**config.mk**
```make
export PLATFORM = sky130hd
export DESIGN_NAME = cgp_fitness_eval
export DESIGN_NICKNAME = d
export VERILOG_FILES = /design/src/rtl/cgp_fitness_eval.sv
export SDC_FILE = /design/constraint.sdc
export NUM_CORES = 1
export LEC_CHECK = 0
export CORE_MARGIN = 4
export CORE_UTILIZATION = 57
export DETAILED_ROUTE_END_ITERATION = 6
export PLACE_DENSITY = 0.94
export RECOVER_POWER = 100
export SYNTH_ARGS = -nofsm -noshare
export SYNTH_HDL_FRONTEND = slang
export SYNTH_SLANG_ARGS = --single-unit
```
**constraint.sdc**
```tcl
create_clock -name clk -period 12.8 [get_ports clk]
set_input_delay 2.56 -clock clk [delete_from_list [all_inputs] [get_ports clk]]
set_output_delay 2.56 -clock clk [all_outputs]
set_load 0.02 [all_outputs]
```
**src/rtl/cgp_fitness_eval.sv**
```systemverilog
// Fitness harness for a CGP LUT grid: sweeps every input vector into the grid,
// samples the outputs after a settle delay and counts bits matching a target truth table.
module cgp_fitness_eval #(
  parameter int N_IN          = 4,
  parameter int N_OUT         = 4,
  parameter int SETTLE_CYCLES = 2,
  parameter int SCORE_W       = $clog2(N_OUT * (2 ** N_IN) + 1)
) (
  input  logic                       clk,
  input  logic                       rst,
  input  logic                       start,
  input  logic                       abort,
  input  logic [N_OUT*(2**N_IN)-1:0] target_tt,
  output logic [N_IN-1:0]            cgp_in,
  input  logic [N_OUT-1:0]           cgp_out,
  output logic                       busy,
  output logic                       done,
  output logic [SCORE_W-1:0]         fitness,
  output logic                       perfect
);

  localparam int V         = 2 ** N_IN;
  localparam int MAX_SCORE = N_OUT * V;
  localparam logic [N_IN-1:0] VEC_LAST    = '1;
  localparam logic [7:0]      SETTLE_LAST = 8'(SETTLE_CYCLES);

  typedef enum logic [1:0] {
    IDLE,
    EVAL,
    DONE
  } state_t;

  state_t               state;
  logic [N_OUT*V-1:0]   tt_q;
  logic [N_IN-1:0]      vec;
  logic [7:0]           settle;
  logic [SCORE_W-1:0]   acc;
  logic [SCORE_W-1:0]   match;
  logic [SCORE_W-1:0]   acc_next;
  logic [N_OUT-1:0]     diff;

  // Matching bits for the current vector: N_OUT minus the number of differing bits.
  always_comb begin
    diff  = cgp_out ^ tt_q[vec*N_OUT +: N_OUT];
    match = SCORE_W'(N_OUT);
    for (int unsigned j = 0; j < N_OUT; j++) begin
      if (diff[j]) match = match - SCORE_W'(1);
    end
    acc_next = acc + match;
  end

  always_ff @(posedge clk or posedge rst) begin
    if (rst) begin
      state   <= IDLE;
      tt_q    <= '0;
      vec     <= '0;
      settle  <= '0;
      acc     <= '0;
      cgp_in  <= '0;
      busy    <= 1'b0;
      done    <= 1'b0;
      fitness <= '0;
      perfect <= 1'b0;
    end else begin
      done <= 1'b0;
      case (state)
        IDLE: begin
          if (start) begin
            tt_q   <= target_tt;
            vec    <= '0;
            settle <= '0;
            acc    <= '0;
            cgp_in <= '0;
            busy   <= 1'b1;
            state  <= EVAL;
          end
        end
        EVAL: begin
          if (abort) begin
            busy   <= 1'b0;
            cgp_in <= '0;
            state  <= IDLE;
          end else if (settle == SETTLE_LAST) begin
            // Final sample registers the result directly so the DONE cycle presents
            // fitness/done/busy=0 without an extra accumulate-then-copy step.
            if (vec == VEC_LAST) begin
              fitness <= acc_next;
              perfect <= (acc_next == SCORE_W'(MAX_SCORE));
              done    <= 1'b1;
              busy    <= 1'b0;
              cgp_in  <= '0;
              state   <= DONE;
            end else begin
              acc    <= acc_next;
              vec    <= vec + N_IN'(1);
              cgp_in <= vec + N_IN'(1);
              settle <= '0;
            end
          end else begin
            settle <= settle + 8'd1;
          end
        end
        DONE: begin
          state <= IDLE;
        end
        default: begin
          state <= IDLE;
        end
      endcase
    end
  end

endmodule

```
# Word level (Yosys, flattened, before mapping)
# Index checks and enable logic that the tools add are counted.
# classes
n_addsub,6
eq_ne,11
n_shift,1
muxes,37
bitwise,2
n_reduce_logical,9
# ops
op,n
64-bit by 7-bit variable part select with 4-bit output,1
7-bit two-way mux,7
8-bit two-way mux,4
4-bit two-way mux,7
"7-bit by 1-bit subtractor with 7-bit output, second input constant",3
4-bit one-hot mux with 2 select lines,2
8-bit one-hot mux with 2 select lines,1
7-bit one-hot mux with 2 select lines,1
4-bit AND reduction,3
"3-bit inequality test, second input constant",3
"8-bit by 1-bit adder with 8-bit output, second input constant",1
"8-bit by 2-bit == test with 1-bit output, second input constant",1
1-bit two-way mux,8
2-bit two-way mux,4
"2-bit inequality test, second input constant",4
7-bit adder,1
"7-bit == test, second input constant",1
3-bit AND reduction,2
5-bit AND reduction,1
"4-bit by 1-bit adder with 4-bit output, second input constant",1
"4-bit == test, second input constant",1
2-bit one-hot mux with 2 select lines,1
4-bit XOR,1
3-bit two-way mux,1
6 further kinds,6
# totals
reg_bits,99
input_bits,72
word_cells,76

# Longest topological paths before layout
# Gate-level depths: netlist of run 1.
# logic_depth
ltp_word,14
depth_mapped,20
mapped_depth_nobuf,18

# Least setup slack after synthesis of run 1
# OpenSTA, ideal clock, no wires.
# synth_path
path_kind,input to register
from,input cgp_out[0]
to,register fitness[6]
setup_time_ns,0.125
t_arrival_ns,5.499
path_slack_ns,7.176
path_stages,15
n_path_buf,0
cell_sequence,xnor2_1 ha_1 inv_1 ha_1 mux2i_1 or4b_4 xnor2_2 ha_1 nor2_1 a21oi_1 a21o_1 a21oi_1 xor2_1 xnor2_1 mux2_2
# synth_via
elab_chain_len,9
# synth_rtl
element,line,source
"start, declared",15,"input logic [N_OUT-1:0] cgp_out,"
4-bit XOR (*),44,diff = cgp_out ^ tt_q[vec*N_OUT +: N_OUT];
3-bit two-way mux (*),47,if (diff[j]) match = match - SCORE_W'(1);
7-bit by 1-bit subtractor with 7-bit output,47,
7-bit two-way mux (*),47,
7-bit by 1-bit subtractor with 7-bit output,47,
7-bit two-way mux (*),47,
7-bit by 1-bit subtractor with 7-bit output,47,
7-bit two-way mux (*),47,
7-bit adder (*),49,acc_next = acc + match;
"end signal, assigned",87,fitness <= acc_next;
"end, declared",18,"output logic [SCORE_W-1:0] fitness,"
# Mark *: on every way between the ends. The rest lies on a longest branch, timed or not.
# A chain may end at the register's enable or synchronous reset.

# Final worst setup path of run 1
# layout_path
from,input start
to,register vec[3]
# layout_via
elab_chain_len,2
# layout_rtl
element,line,source
"start, declared",11,"input logic start,"
2-bit inequality test (no line),-,
5-bit AND reduction (no line),-,
"end signal, assigned",95,vec <= vec + N_IN'(1);
"end, declared",35,logic [N_IN-1:0] vec;
# Every way passes these cells.

==> flow_summary.toml, run 1 <==
[synthesis]
synth-warning-count = 0
synth-compound-area-share = 0.0590
synth_top_family_by_area = "multiplexers"
synth_edf_count = 0
yosys.area.top_type_share = 0.504
post_synth_and_or_nand_nor_area_fraction = 0.0730
multiplexer_share_of_the_synthesized_area = 0.258
avgSynthCellArea_sq_um = 13.0
synth_xor_xnor_area_share = 0.0356
synth_adder_area_share = 0.0438
synth_nets = 465
yosys_register_bits = 99
synth_area_leader_cell = "dfrtp_1"
netlist_instances = 377
synth_flop_cell = "dfrtp_1"
synth_seq_area_share = 0.504
mappedNetlistArea_sq_um = 4920
synth.area.top_cells = "dfrtp_1 50%, mux2_2 16%, mux4_2 6.9%, ha_1 3.6%, mux4_1 2.7%"
ys_async_sr_fraction = 1.00
unique_masters_post_synth = 44

[clock_tree]
cts_hold_buffers = 0
post-cts-setup-buffer-count = 0
post_cts_resize_count = 0
clock_sink_count = 99
h_tree_levels = 3
root_buffer = "clkbuf_8"
worst_setup_hold_path_clk_slew_ns = 0.10
insertion_delay_ns = 0.36
cts_buffers = 9
cts-root-to-sink-buffers = 2
cts_tree = "done"

[route]
highest-signal-layer = "met4"
wl_met1_um = 4180
wl_per_cell_um = 18.0
vias_per_cell = 5.67
wirelength_um = 10200
number_of_design_rule_violations_left_after_detail_routing = 0
wl_met2_um = 5340
drt.antenna.violating_nets = 0
met3WireLength_um = 503
first_iter_violations = 138
drt_first_pass_iters = 4
via_count = 3228

[power_and_ir_drop]
cell_internal_pwr_uw = 734
power_frac_clock = 0.158
seq_power_share = 0.364
finalPower_mw = 1.17
power.ir.vdd_worst_v = 0.0000900
p_leak_nw = 2.59
combPwrFrac = 0.478
p_sw_frac = 0.372
switching_component_of_the_power_uw = 434
powerDensity_nw_per_um2 = 194

[job]
timing.max_cap.violations = 3

[placed_design]
dp_hpwl_um = 7710
place.port_buffers = 85
postPlaceCellArea_sq_um = 5850
routabilityCongestion = 0.860

[worst_setup_path]
critical_path_class = "in -> reg"
cp-end-kind = "register"
timing.critical_path.cells = "dlygate4sd3_1, and3_2, clkbuf_1, o21bai_1, or2_2, o31ai_1"
worstPathMaxFanout = 67
crit_buf_inv = 2
critPathLaunchType = "input port"
worst-endpoint-arrival_ns = 7.79
worstPathRequired_ns = 13.06
critPathTopFamily = "buffers and inverters"
cpPeakStageDelay_ns = 2.40
crit_slowest_cell = "clkbuf_1"

[final_layout]
final_core_util = 0.725
diodes = 0
sequential_cell_area_sq_um = 2480
num-fill-cells = 523
finish.net_count = 547
multiInputGateArea_sq_um = 2300
drive_gt1_frac = 0.235
area_growth_from_synthesis_to_layout_pct = 22.4
final_design_area_no_fill_sq_um = 6020

[sta]
timing.final.hold_violations = 0
min_period_over_period = 0.588
setup_repair_after_global_routing_missed_its_margin = "false"
setup_tns_ns = 0
max_freq_mhz = 133
timing_worst_slew_pin_value_ns = 3.44
final_period_minus_worst_setup_slack_ns = 7.53
max_slew_margin = -1.29
worst_hold_slack_ns = 0.485
final_max_slew_viol_count = 170
timing.clock.skew_ns = 0.0157
setup_violations = 0

[floorplan]
die-height_um = 101
rows = 33
start_util = 0.592
fp.dieArea_sq_um = 10200
die_w_um = 101
core_area_sq_um = 8300
ios = 86

[run_status]
outcome = "finished with violations"
failed_checks = "max-capacitance violations, max-slew violations"

[grt]
grt_antenna_before_repair = 0
largest_net_degree_at_the_start_of_global_routing = 68
tot_gr_track_use = 0.217
global_route_wire_length_before_repair_um = 16900
via_count_of_the_first_global_routing_pass = 3465
overflow = 0

[worst_hold_path]
hold_path_class = "reg -> reg"
Yosys cell counts, types with 2 or more instances:
cell type   n
nand2_1    32
buf_2       2
and3_1      4
ha_1       14
a21oi_1     7
mux2i_1     2
o21ai_0    25
dfrtp_1    99
mux2_2     69
a21o_1      2
o21bai_1    3
mux4_1      5
buf_1       2
nand2b_1    7
xor2_1      6
clkbuf_1   12
nand3_1     5
o31ai_1     5
fa_1        2
xnor2_1     9
nor2_1     12
nor2b_1     2
inv_1      16
mux4_2     15
flip-flops by register name, indices dropped and copies added, names as in the netlist, 2 cells and up:
name	flops
fitness	7
vec	4
tt_q	64
acc	7
state	2
cgp_in	4
settle	8
worst paths after layout:
path,startpoint,end,slack [ns],cells after the start
max in group asynchronous,rst,tt_q[52]$_DFFE_PP0P_,6.19,3
min in group asynchronous,rst,tt_q[6]$_DFFE_PP0P_,3.04,2
worst min register to register,fitness[0]$_DFFE_PP0P_,fitness[0]$_DFFE_PP0P_,0.49,2
worst min-delay path,fitness[0]$_DFFE_PP0P_,fitness[0]$_DFFE_PP0P_,0.49,2
worst max register to register,state[0]$_DFFE_PP0P_,vec[3]$_DFFE_PP0P_,7.48,6
worst max-delay path,start,vec[3]$_DFFE_PP0P_,5.27,6
cell type report:
class,instances,share of cell area
clock buffers,11,0.0235
clock inverters,5,0.00603
inverters,16,0.0102
multi-input cells,245,0.383
flip-flops and latches,99,0.412
well taps,105,0.0218
repair buffers,88,0.144
per-stage QoR:
stage / instances / setup slack [ns]
6_report: 569 / 5.27
5_1_grt: 569 / 4.76
4_1_cts: 569 / 6.86
3_5_place_dp: 553 / 6.48
3_3_place_gp: 553 / 6.61
2_1_floorplan: 377 / 7.18
layer usage:
| layer | GRT usage | up-vias |
|---|---|---|
| li1 | - | 1506 |
| met1 | 0.268 | 1639 |
| met2 | 0.377 | 68 |
| met3 | 0.0471 | 15 |
| met4 | 0.0777 | 0 |
| met5 | 0 | - |
power groups by stage:
stage	logic [mW]	registers (mW)	clock network, mW
final	0.558	0.425	0.184
after global routing	0.616	0.434	0.204
after CTS	0.566	0.426	0.189
after detailed placement	0.565	0.432	0
after global placement	0.532	0.425	0
after floorplan	0.431	0.409	0
placed cells by master (no fill, tap or decap), drive strengths merged, types with 2 or more instances in the layout:
cell	synthesis	final
a21o	2	2
mux4	20	20
o31ai	5	5
nand3	5	5
o21ai	25	25
dlygate4sd3	0	18
mux2	69	69
xnor2	11	11
clkinv	0	4
fa	2	2
inv	16	16
nor2b	2	2
clkbuf	12	13
clkdlybuf4s50	0	67
mux2i	2	2
nand2	32	32
ha	14	14
xor2	6	6
nor2	12	12
a21oi	7	7
and3	5	5
nand2b	7	7
dfrtp	99	99
or4b	2	2
o21bai	4	4
worst register-to-register path: stages, from the launching register on:
cell	delay (ns)
dfrtp_1	0.42
inv_1	0.12
and3_2	0.18
clkbuf_1	2.40
o21bai_1	1.23
or2_2	0.63
o31ai_1	0.25
cell families after synthesis:
group,count (synthesis)
compound gates,48
xor+xnor,17
fa+ha+maj,16
buf+inv,33
flops,99
mux,91
simple gates,73
(Power assumes the default switching activity.)
==> run 2, diff against run 1 <==
--- a/config.mk
+++ b/config.mk
@@ -6,9 +6,9 @@
 export NUM_CORES = 1
 export LEC_CHECK = 0
 export CORE_MARGIN = 4
-export CORE_UTILIZATION = 57
+export CORE_UTILIZATION = 53
 export DETAILED_ROUTE_END_ITERATION = 6
-export PLACE_DENSITY = 0.94
+export PLACE_DENSITY = 0.89
 export RECOVER_POWER = 100
 export SYNTH_ARGS = -nofsm -noshare
 export SYNTH_HDL_FRONTEND = slang
==> constraint.sdc (replaced) <==
create_clock -name clk -period 7.3 [get_ports clk]
set_input_delay 1.46 -clock clk [delete_from_list [all_inputs] [get_ports clk]]
set_output_delay 1.46 -clock clk [all_outputs]
set_load 0.02 [all_outputs]
==> flow_summary.toml, run 2 (synthesized netlist as in run 1, its figures left out) <==
[sta]
timing_worst_slew_pin_value_ns = 3.48
setup_tns_ns = 0
max_slew_margin = -1.32
timing.clock.skew_ns = 0.00994
setup_repair_after_global_routing_missed_its_margin = "false"
setup_violations = 0
final_max_slew_viol_count = 170
max_freq_mhz = 172
min_period_over_period = 0.794
worst_hold_slack_ns = 0.480
timing.final.hold_violations = 0
final_period_minus_worst_setup_slack_ns = 5.80

[final_layout]
num-fill-cells = 599
layout.cells.most_common = "dfrtp_1"
largest_reg_flops = 64
diodes = 0
biggestRegsByFlops = "tt_q: 64 flops, settle: 8 flops"
finish.net_count = 547
area_growth_from_synthesis_to_layout_pct = 23.2
largest-register = "tt_q"
layout_common_cells = "99 x dfrtp_1, 69 x mux2_2, 68 x clkdlybuf4s50_1"
drive_gt1_frac = 0.237

[clock_tree]
insertion_delay_ns = 0.37
worst_setup_hold_path_clk_slew_ns = 0.10
cts-root-to-sink-buffers = 2
cts_buffers = 9
post_cts_resize_count = 0
cts_tree = "done"
root_buffer = "clkbuf_8"
clock_sink_count = 99
cts_hold_buffers = 0
h_tree_levels = 3
post-cts-setup-buffer-count = 0

[run_status]
failed_checks = "max-capacitance violations, max-slew violations"
outcome = "finished with violations"

[floorplan]
start_util = 0.553
core_area_sq_um = 8890
die-height_um = 104
rows = 34
fp.dieArea_sq_um = 10900
ios = 86
die_w_um = 104

[route]
drt.antenna.violating_nets = 0
wl_per_cell_um = 19.1
highest-signal-layer = "met4"
wl_met1_um = 4400
wirelength_um = 10900
via_count = 3298
drt_first_pass_iters = 4
met3WireLength_um = 600
number_of_design_rule_violations_left_after_detail_routing = 0
vias_per_cell = 5.77
wl_met2_um = 5670
first_iter_violations = 207

[job]
timing.max_cap.violations = 3

[grt]
grt_antenna_before_repair = 0
global_route_wire_length_before_repair_um = 18100
via_count_of_the_first_global_routing_pass = 3641
largest_net_degree_at_the_start_of_global_routing = 68
overflow = 0
tot_gr_track_use = 0.210

[worst_setup_path]
critical_path_class = "in -> reg"
cp-end-kind = "register"
ff_to_ff_start = "vec[0]$_DFFE_PP0P_"
r2r_slack_ns = 1.69
crit_path_end = "settle[5]$_DFFE_PP0P_"
worstPathRequired_ns = 7.53
worstPathMaxFanout = 67
worst-endpoint-arrival_ns = 6.03
critPathLaunch = "start"
critPathLaunchType = "input port"
worstRegToRegCells = 17
rr_endpoint = "fitness[6]$_DFFE_PP0P_"

[placed_design]
dp_hpwl_um = 7740
place.port_buffers = 85
routabilityCongestion = 0.805

[power_and_ir_drop]
p_leak_nw = 2.60
powerDensity_nw_per_um2 = 350
power.ir.vdd_worst_v = 0.000188

[worst_hold_path]
hold_path_class = "reg -> reg"
## run 2: cell count changes in the layout (fill, tap and decap cells not counted)
cell,previous run,this run
clkbuf_8,10,9
mux2_2,68,69
clkdlybuf4s50_1,67,68
buf_4,1,0
bufinv_16,0,2
mux2_1,1,0
clkinv_4,2,0
dlygate4sd3_1,18,17
inv_6,1,3
## run 2: worst min path at each step
stage	startpoint	endpoint	slack, ns	cells past startpoint
2_1_floorplan	state[0]$_DFFE_PP0P_	busy$_DFFE_PP0P_	0.45	1
3_3_place_gp	fitness[0]$_DFFE_PP0P_	fitness[0]$_DFFE_PP0P_	0.46	2
3_5_place_dp	fitness[2]$_DFFE_PP0P_	fitness[2]$_DFFE_PP0P_	0.47	2
4_1_cts	fitness[2]$_DFFE_PP0P_	fitness[2]$_DFFE_PP0P_	0.49	2
5_1_grt	fitness[2]$_DFFE_PP0P_	fitness[2]$_DFFE_PP0P_	0.52	2
6_report	fitness[2]$_DFFE_PP0P_	fitness[2]$_DFFE_PP0P_	0.48	2
## run 2: report_power, final
part / total [mW] / internal (mW) / switching [mW]
Combinational: 0.961 / 0.492 / 0.469
Clock: 0.393 / 0.196 / 0.198
Sequential: 0.768 / 0.658 / 0.110
Total: 2.12 / 1.35 / 0.777
## run 2: final cells by class
| cell class | instances | area (sq um) | area share |
|---|---|---|---|
| sequential | 99 | 2480 | 0.409 |
| multi-input combinational | 245 | 2300 | 0.380 |
| timing repair buffer | 88 | 862 | 0.142 |
| tap | 108 | 135 | 0.0223 |
| clock buffer | 9 | 124 | 0.0204 |
| clock inverter | 7 | 96.3 | 0.0159 |
| inverter | 16 | 61.3 | 0.0101 |
## run 2: critical path: stages
cell and delay, ns:
dlygate4sd3_1 0.55, and3_2 0.17, clkbuf_1 2.43, o22ai_1 0.91
o21ai_0 0.37, o21ai_0 0.13
## run 2: layer usage
| layer | vias up | global-route usage |
|---|---|---|
| li1 | 1512 | - |
| met1 | 1673 | 0.259 |
| met2 | 91 | 0.360 |
| met3 | 22 | 0.0503 |
| met4 | 0 | 0.0741 |
| met5 | - | 0 |
## run 2: metrics by stage
stage               power, mW   util  cell area, sq um  worst slack (ns)  std cells
floorplan                1.47      -              4920              2.18        377
global placement         1.67  0.659              5860              2.02        556
detailed placement       1.72  0.659              5860              1.80        556
CTS                      2.13  0.683              6080              1.66        572
global route             2.27  0.682              6060             0.893        572
finish                   2.12  0.682              6060              1.50        572
